### src/rtl/iterative_shifter.sv
// Multi-cycle shift/rotate unit with a Start/Busy/Done handshake.
// Up to STEP single-bit steps are applied per clock until the latched amount is used up.
module iterative_shifter #(
  parameter int WIDTH = 8,
  parameter int AMT_W = 4,
  parameter int STEP  = 1
) (
  input  logic             Clk,
  input  logic             Rst_n,
  input  logic             Start,
  input  logic [WIDTH-1:0] Din,
  input  logic [AMT_W-1:0] Num,
  input  logic             Drc,
  input  logic [1:0]       Mode,
  output logic             Busy,
  output logic             Done,
  output logic [WIDTH-1:0] Dout,
  output logic             Cout,
  output logic             Ovf
);

  typedef enum logic {IDLE = 1'b0, SHIFT = 1'b1} state_t;

  state_t           state_r, state_s;
  logic [WIDTH-1:0] shreg_r, shreg_s;
  logic [AMT_W-1:0] rem_r, rem_s;
  logic             drc_r, drc_s;
  logic [1:0]       mode_r, mode_s;
  logic             busy_r, busy_s;
  logic             done_r, done_s;
  logic [WIDTH-1:0] dout_r, dout_s;
  logic             cout_r, cout_s;
  logic             ovf_r, ovf_s;

  logic [WIDTH-1:0] walk_s;
  logic             walk_c_s;
  logic             walk_o_s;
  logic [AMT_W-1:0] rem_dec_s;

  // One single-bit step; result is {bit leaving the register, new state}.
  function automatic logic [WIDTH:0] step_once(input logic [WIDTH-1:0] s,
                                               input logic right,
                                               input logic [1:0] mode);
    logic           fill;
    logic [WIDTH:0] res;
    if (!right) begin
      case (mode)
        2'b10:   fill = s[WIDTH-1];
        2'b11:   fill = ~s[WIDTH-1];
        default: fill = 1'b0;
      endcase
      res = {s[WIDTH-1], s[WIDTH-2:0], fill};
    end else begin
      case (mode)
        2'b01:   fill = s[WIDTH-1];
        2'b10:   fill = s[0];
        2'b11:   fill = ~s[0];
        default: fill = 1'b0;
      endcase
      res = {s[0], fill, s[WIDTH-1:1]};
    end
    return res;
  endfunction

  // Apply min(STEP, rem) steps to the working register in one clock.
  always_comb begin : walk
    logic [WIDTH:0] stp;
    stp      = '0;
    walk_s   = shreg_r;
    walk_c_s = cout_r;
    walk_o_s = ovf_r;
    for (int i = 0; i < STEP; i++) begin
      if (i < int'(rem_r)) begin
        stp      = step_once(walk_s, drc_r, mode_r);
        walk_o_s = walk_o_s | ((mode_r == 2'b01) && !drc_r && (stp[WIDTH-1] != walk_s[WIDTH-1]));
        walk_c_s = stp[WIDTH];
        walk_s   = stp[WIDTH-1:0];
      end else begin
        walk_s   = walk_s;
      end
    end
    if (int'(rem_r) > STEP) begin
      rem_dec_s = rem_r - AMT_W'(STEP);
    end else begin
      rem_dec_s = '0;
    end
  end

  // State register.
  always_ff @(posedge Clk or negedge Rst_n) begin
    if (!Rst_n) begin
      state_r <= IDLE;
    end else begin
      state_r <= state_s;
    end
  end

  // Next-state logic.
  always_comb begin
    state_s = state_r;
    case (state_r)
      IDLE:    state_s = Start ? SHIFT : IDLE;
      SHIFT:   state_s = (rem_r == '0) ? IDLE : SHIFT;
      default: state_s = IDLE;
    endcase
  end

  // Next values of the datapath and the registered outputs.
  always_comb begin
    shreg_s = shreg_r;
    rem_s   = rem_r;
    drc_s   = drc_r;
    mode_s  = mode_r;
    busy_s  = busy_r;
    done_s  = 1'b0;
    dout_s  = dout_r;
    cout_s  = cout_r;
    ovf_s   = ovf_r;
    case (state_r)
      IDLE: begin
        if (Start) begin
          shreg_s = Din;
          rem_s   = Num;
          drc_s   = Drc;
          mode_s  = Mode;
          cout_s  = 1'b0;
          ovf_s   = 1'b0;
          busy_s  = 1'b1;
        end else begin
          busy_s  = 1'b0;
        end
      end
      SHIFT: begin
        if (rem_r != '0) begin
          shreg_s = walk_s;
          cout_s  = walk_c_s;
          ovf_s   = walk_o_s;
          rem_s   = rem_dec_s;
        end else begin
          dout_s  = shreg_r;
          done_s  = 1'b1;
          busy_s  = 1'b0;
        end
      end
      default: begin
        busy_s = 1'b0;
      end
    endcase
  end

  // Datapath and output registers.
  always_ff @(posedge Clk or negedge Rst_n) begin
    if (!Rst_n) begin
      shreg_r <= '0;
      rem_r   <= '0;
      drc_r   <= 1'b0;
      mode_r  <= 2'b00;
      busy_r  <= 1'b0;
      done_r  <= 1'b0;
      dout_r  <= '0;
      cout_r  <= 1'b0;
      ovf_r   <= 1'b0;
    end else begin
      shreg_r <= shreg_s;
      rem_r   <= rem_s;
      drc_r   <= drc_s;
      mode_r  <= mode_s;
      busy_r  <= busy_s;
      done_r  <= done_s;
      dout_r  <= dout_s;
      cout_r  <= cout_s;
      ovf_r   <= ovf_s;
    end
  end

  assign Busy = busy_r;
  assign Done = done_r;
  assign Dout = dout_r;
  assign Cout = cout_r;
  assign Ovf  = ovf_r;

endmodule
### config.mk
export PLATFORM = sky130hd
export DESIGN_NAME = iterative_shifter
export DESIGN_NICKNAME = d
export VERILOG_FILES = /design/src/rtl/iterative_shifter.sv
export SDC_FILE = /design/constraint.sdc
export NUM_CORES = 1
export LEC_CHECK = 0
export CORE_AREA = 3 3 61 63
export DETAILED_ROUTE_END_ITERATION = 6
export DIE_AREA = 0 0 64 66
export PLACE_DENSITY = 0.73
export SLEW_MARGIN = 5
export SYNTH_ARGS = -nofsm -noshare
export SYNTH_HDL_FRONTEND = slang
export SYNTH_SLANG_ARGS = --single-unit
### constraint.sdc
create_clock -name Clk -period 1.9 [get_ports Clk]
set_clock_uncertainty 0.1 [all_clocks]
set_input_delay 0.19 -clock Clk [delete_from_list [all_inputs] [get_ports Clk]]
set_output_delay 0.19 -clock Clk [all_outputs]
set_load 0.005 [all_outputs]
==> summary.md, run 1 <==
| Metric | Value |
|---|---|
| HPWL after detailed placement | 2.24 mm |
| WP data arrival | 1.96 ns |
| CP Launch Type | register |
| GR peak layer | met2 |
| Status | completed |
| Clk pin slew, worst setup/hold paths | roughly 0.16 ns |
| Area after DPL | between 0.0015 and 0.002 mm^2 |
| Critical path, cell by cell | inv_1 -> ha_1 -> nor3b_1 -> nand2b_2 -> nor2_1 -> a221o_1 |
| Nets@finish | 196 |
| Total grt overflow | 0 |
| Synthesized area per cell | 10.3 um^2 |
| Period Utilization, post-route | 96.6% |
| Vias post-DR | 1,142 |
| Share of cells above drive strength 1 | 16.0% |
| H-tree depth | 1 |
| Pwr/cell area | 1650 mW/mm^2 |
| Unrepaired setup endpoints after global routing | yes |
| Reg-to-reg endpoint | Ovf$_DFFE_PN0P_ |
| Largest net degree at the start of global routing | 29 |
| Global-route wire length before repair | 5.07 mm |
| Leakage | 0.802 nW |
| Crit path to | Ovf$_DFFE_PN0P_ |
| Max_cap viols | 0 |
| Final setup violation count | 0 |
| Reg-to-reg slack, setup | 0.06 ns |
| Synth Flop Type | dfrtp_1 |
| GR Layer Usage met2 | between 20% and 30% |
| FMAX | 545 MHz |
| Ports | 30 |
| Die width | 64 um |
| Drt total wl | 3.13 mm |
| Clock root cell | clkbuf_4 |
| Count leader, synth | dfrtp_1 |
| Area share of the largest cell type after synthesis | between 40% and 50% |
| Met1 usage in global routing | 19.0% |
| Synth area leaders | dfrtp_1, mux2_2, nand2_1, mux2i_1, o21ai_0 |
| Fill count | ~300 |
| Rel. slew slack | 75.5% |
| Initial antenna violation count | 0 |
| Clock sink total | 28 |
| Avg WL per Cell | 14.1 um |
| Slowest CP cell | dfrtp_1 |
| Initial Utilization | between 40% and 50% |
| Gpl congestion | 0.810 |
| GRT Resource Usage Total | 15.3% |
| Cts hold-fix bufs | 0 |
| CTS tree | done |
| Total power | 3.06 mW |
| Worst r2r path cells | 6 |
| Syn nets | about 160 |
| Ant. Diodes | 0 |
| Height of the die | 66 um |
| Register area share after synthesis | 48.0% |
| DRC errors left | 0 |
| 1st-pass router iterations | 4 |
| Iteration-0 DRC Markers | between 50 and 60 |
| Remaining antenna violation count after routing | 0 |
| Core box area | ~0.0033 mm^2 |
| Finished Cell Area | between 0.0015 and 0.002 mm^2 |
| Crit. End Element | register |
| Cell variety after synth | 36 |
| Synth Instances | about 140 |
| Required @ worst endpoint | 2.03 ns |
| Worst vdd ir | 513 uV |
| Mapped Area | 0.00146 mm^2 |
| Critical Path Start | rem_r[1]$_DFFE_PN0P_ |
| RR Startpoint | rem_r[1]$_DFFE_PN0P_ |
| Synth-to-Final Area Change | 27.1% |
| Die ar. | 0.00422 mm^2 |
| Bufs on Longest Clock Path | 2 |
| List of most frequent post-synthesis cells | dfrtp_1, nand2_1, o21ai_0 |
| Delay-heaviest family, CP | simple AND/OR/NAND/NOR gates |
| Final hold violations | 0 |
| Fraction of registers with async set/reset | 100% |
| CP Class | reg -> reg |
| Critical path fanouts, max | 7 |
| Via density | 5.17 |
| Synth Register Bits | 28 |
| Cell Rows | 21 |
| Port Buffers | 29 |
| TritonCTS Buffers | 3 |
| Worst skew pair latency | 0.33 ns |
| Crit path buf inv count | 1 |
| Largest stage delay on the critical path | 0.42 ns |
| Hold crit path type | in -> async |
| Post-layout min period | 1.84 ns |
| Worst Tran Pin Value | roughly 0.37 ns |
| Stages on worst setup path | 6 |
| YS warnings | 0 |
| EDFF count, synth | 0 |
| Routing usage on met3 | between 2 and 2.5% |
| Biggest area consumer among synthesized cells | dfrtp_1 |
| Slew Limit Fails | 0 |
| Number of global-route vias before repair | around 1,100 |
==> layout by cell type (no fill, tap or decap), types with 2 or more instances in the layout <==
cell type	n
clkdlybuf4s50_1	29
dfrtp_1	28
nand2_1	21
o21ai_0	13
nor2_1	10
mux2_2	9
a21oi_1	9
buf_4	9
mux2i_1	7
inv_1	6
nand2b_1	3
clkbuf_4	3
nor3b_1	2
nor2b_1	2
a2bb2oi_1	2
ha_1	2
==> cell type report <==
| cell class | instances | area [um^2] | area share (%) |
|---|---|---|---|
| tap | 46 | 57.6 | 3.10 |
| clock inverter | 1 | 30.0 | 1.62 |
| clock buffer | 3 | 22.5 | 1.21 |
| inverter | 6 | 22.5 | 1.21 |
| sequential | 28 | 701 | 37.8 |
| multi-input combinational | 99 | 663 | 35.8 |
| timing repair buffer | 38 | 358 | 19.3 |
==> cell families (layout without fill, tap and decap cells) <==
| group | count (synthesis) | in the layout | synth area share, % |
|---|---|---|---|
| AO/OA/AOI/OAI | 35 | 35 | 15.2 |
| XOR/XNOR | 1 | 1 | 0.600 |
| adder cells (fa/ha/maj) | 2 | 2 | 1.71 |
| buffers and inverters | 14 | 48 | 7.63 |
| flip-flops | 28 | 28 | 48.0 |
| multiplexers | 16 | 16 | 11.7 |
| AND/OR/NAND/NOR | 45 | 45 | 15.1 |
==> layer usage <==
layer  wire [um]  vias to the layer above
met4          30                        0
met1        1320                      553
met2        1670                       26
met5           0                        -
met3         111                        2
li1            -                      561
==> how the worst min path moves through the flow <==
stage	slack (ns)	start	endpoint
after global routing	0.13	Rst_n	shreg_r[0]$_DFFE_PN0P_
after floorplan	-0.21	Rst_n	Busy$_DFFE_PN0P_
after detailed placement	0.40	Dout[3]$_DFFE_PN0P_	Dout[3]$_DFFE_PN0P_
final	0.11	Rst_n	shreg_r[0]$_DFFE_PN0P_
after global placement	0.39	Cout$_DFFE_PN0P_	Cout$_DFFE_PN0P_
after CTS	0.13	Rst_n	shreg_r[0]$_DFFE_PN0P_
==> where the power goes <==
| group | internal, mW | switching (mW) |
|---|---|---|
| sequential | 0.873 | 0.275 |
| combinational | 0.843 | 0.669 |
| clock | 0.213 | 0.183 |
| total | 1.93 | 1.13 |
==> per-stage QoR <==
step                      hold slack (ns)  cells  utilization [%]  worst slack (ns)  TNS [ns]
after floorplan                    -0.206    141                -             0.103         0
after detailed placement            0.399    215             53.9            0.0469         0
after CTS                           0.129    219             55.5           0.00690         0
final                               0.115    221             56.5            0.0642         0
after global routing                0.125    221             56.5           -0.0102   -0.0207
after global placement              0.388    215             53.9             0.124         0
==> worst reg2reg max path: cells and delay by family (launching register included) <==
| kind | cells | cell delay, ns |
|---|---|---|
| buffers and inverters | 1 | 0.08 |
| DFF | 1 | 0.42 |
| AOI/OAI and AO/OA | 1 | 0.28 |
| and+or+nand+nor | 3 | 0.65 |
| adders and majority gates | 1 | 0.22 |
==> flip-flops by register name, indices dropped and copies added (netlist names) <==
register / flops
rem_r: 4
Done: 1
shreg_r: 8
mode_r: 2
Busy: 1
Dout: 8
drc_r: 1
Ovf: 1
Cout: 1
state_r: 1
==> repair_timing <==
action	in CTS	in global routing
hold endpoints to repair	0	0
setup buffers	0	2
setup endpoints to repair	0	14
resized for setup	0	3
No activity file was read; power rests on OpenSTA's default activity.
==> run 2, diff against run 1 <==
SETUP_SLACK_MARGIN = 0.2   (was unset)
==> run 2 against run 1 <==
  * Setup slack better by 0.17 ns
  * Power up 7.5%
  * Global-route usage up 0.38 points
  * First-iteration DRC count up 21%
  * Core utilization up 3.4 points
  * Count of clock-buffer cells in the layout unchanged
  * Sequential cell count unchanged
  * Combinational power up 14%
  * Largest cell class is now multi-input gates
  * Non-clock buffer count up 6
  * Cell area up 6.0%
  * Clock power down 2%
  * Hold slack better by 0.0050 ns
==> summary.md, run 2 (synthesis results as in run 1) <==
| Metric | Value |
|---|---|
| CP Class | reg -> reg |
| Worst vdd ir | 649 uV |
| Clock root cell | clkbuf_4 |
| Status | completed |
| Rel. slew slack | 76.6% |
| Total power | 3.28 mW |
| Slowest CP cell | dfrtp_1 |
| Power share of the combinational group | 52.5% |
| Remaining antenna violation count after routing | 0 |
| Cts hold-fix bufs | 0 |
| Height of the die | about 66 um |
| Final worst-path setup slack | 0.239 ns |
| Crit. End Element | register |
| GRT Resource Usage Total | about 16% |
| Worst r2r path cells | 5 |
| Ports | 30 |
| RR Startpoint | rem_r[1]$_DFFE_PN0P_ |
| Worst Tran Pin Value | around 0.35 ns |
| 1st-pass router iterations | 4 |
| Total grt overflow | 0 |
| Non-Filler Instances | ~230 |
| Sw Share | a little over a third |
| Pre-CTS WS | 0.0740 ns |
| P_int | 2.10 mW |
| Max_cap viols | 0 |
| Final hold violations | 0 |
| Avg WL per Cell | 13.6 um |
| Switching pwr | 1.18 mW |
| Drt total wl | between 3 and 4 mm |
| Final setup violation count | 0 |
| Port Buffers | 29 |
| Sum Neg Setup Slack | 0 ns |
| Critical path fanouts, max | 8 |
| WP data arrival | 1.79 ns |
| Pwr/cell area | 1670 mW/mm^2 |
| Period Utilization, post-route | slightly below 90% |
| Leakage | 0.862 nW |
| H-tree depth | 1 |
| Hold crit path type | in -> async |
| Global-route wire length before repair | 5.23 mm |
| Initial antenna violation count | 0 |
| Vias post-DR | 1,153 |
| Cell Rows | 21 |
| Synth-to-Final Area Change | 34.7% |
| Slew Limit Fails | 0 |
| Fill count | 286 |
| Commonest cells after routing, fill and taps aside | clkdlybuf4s50_1, dfrtp_1, nand2_1, buf_4, nor2_1 |
| Largest stage delay on the critical path | 0.43 ns |
| Most common cell after layout, fill and taps aside | clkdlybuf4s50_1 |
| Dpl cells | 216 |
| Multi-input logic area | 718 um^2 |
| Clock power share | 11.8% |
| DRC errors left | 0 |
| Core box area | 0.00328 mm^2 |
| Gpl congestion | 0.796 |
| FMAX | about 600 MHz |
| Unrepaired setup endpoints after global routing | yes |
| Share of cells above drive strength 1 | 22.1% |
| CTS tree | done |
| TritonCTS Buffers | 3 |
| Die width | 64 um |
| FF/Latch Area | 701 um^2 |
| Nets@finish | 202 |
| Largest net degree at the start of global routing | 29 |
| Critical path, cell by cell | inv_2 -> ha_4 -> nor4bb_4 -> buf_6 -> mux2_4 |
| Clk pin slew, worst setup/hold paths | 0.15 ns |
| CP Launch Type | register |
| Initial Utilization | 44.4% |
| Iteration-0 DRC Markers | 69 |
| Number of global-route vias before repair | 1,161 |
| Via density | 5.08 |
| Reg-to-reg endpoint | Dout[2]$_DFFE_PN0P_ |
| Reg-to-reg slack, setup | 0.24 ns |
| Ant. Diodes | 0 |
| Clock sink total | 28 |
| Bufs on Longest Clock Path | 2 |
| HPWL after detailed placement | 2.25 mm |
| Die ar. | between 0.004 and 0.005 mm^2 |
| Worst skew pair latency | about 0.32 ns |
| Sequential share of power | 35.6% |
| Required @ worst endpoint | 2.03 ns |
| Post-layout min period | 1.66 ns |
[run 2: cell count changes in the layout (fill, tap and decap cells not counted), sizes merged]
cell / delta
buf: +6
[run 2: metal layers]
| layer | GRT usage [%] | part of all wire [%] | up-vias |
|---|---|---|---|
| li1 | - | - | 567 |
| met1 | 19.6 | 46 | 565 |
| met2 | 27.7 | 50 | 19 |
| met3 | 1.87 | 3.1 | 2 |
| met4 | 5.66 | 0.55 | 0 |
| met5 | 0 | 0 | - |
[run 2: worst max-delay path: cells and delay by family, from the launching register on]
family | cells | cell delay, ns
adder cells (fa/ha/maj) | 1 | 0.14
buffers and inverters | 2 | 0.30
flip-flops | 1 | 0.43
multiplexers | 1 | 0.31
AND/OR/NAND/NOR | 1 | 0.28
[run 2: how the worst max path moves through the flow]
stage               slack [ns]                      to                  from
floorplan                 0.20  shreg_r[6]$_DFFE_PN0P_  rem_r[0]$_DFFE_PN0P_
global placement          0.18         Ovf$_DFFE_PN0P_  rem_r[0]$_DFFE_PN0P_
detailed placement        0.07         Ovf$_DFFE_PN0P_  rem_r[0]$_DFFE_PN0P_
CTS                       0.20     Dout[4]$_DFFE_PN0P_  rem_r[0]$_DFFE_PN0P_
global route              0.16     Dout[6]$_DFFE_PN0P_  rem_r[1]$_DFFE_PN0P_
finish                    0.24     Dout[2]$_DFFE_PN0P_  rem_r[1]$_DFFE_PN0P_
[run 2: stage by stage]
| stage | hold WS, ns | util, % | area [um^2] |
|---|---|---|---|
| after global routing | 0.138 | 59.8 | 1970 |
| after CTS | 0.123 | 58.2 | 1910 |
| after detailed placement | 0.399 | 54.6 | 1790 |
| after floorplan | -0.206 | - | 1470 |
| final | 0.120 | 59.8 | 1970 |
| after global placement | 0.390 | 54.6 | 1790 |
[run 2: layout make-up]
| class | instances | area share, % |
|---|---|---|
| multi-input cells | 99 | 36.5 |
| clock buffers | 3 | 1.15 |
| clock inverters | 1 | 1.53 |
| flip-flops and latches | 28 | 35.6 |
| well taps | 46 | 2.93 |
| repair buffers | 44 | 21.1 |
| inverters | 6 | 1.15 |
[run 2: power groups by stage]
| stage | clock (mW) | combinational [mW] | sequential, mW |
|---|---|---|---|
| after floorplan | 0 | 1.13 | 1.08 |
| after global placement | 0 | 1.41 | 1.16 |
| after detailed placement | 0 | 1.46 | 1.18 |
| after CTS | 0.398 | 1.61 | 1.16 |
| after global routing | 0.419 | 1.93 | 1.22 |
| final | 0.389 | 1.72 | 1.17 |
[run 2: what timing repair did]
action | in CTS | in global routing
resized for setup | 6 | 13
setup buffers | 5 | 2
pin swaps | 2 | 3
endpoints found under the setup margin | 17 | 20
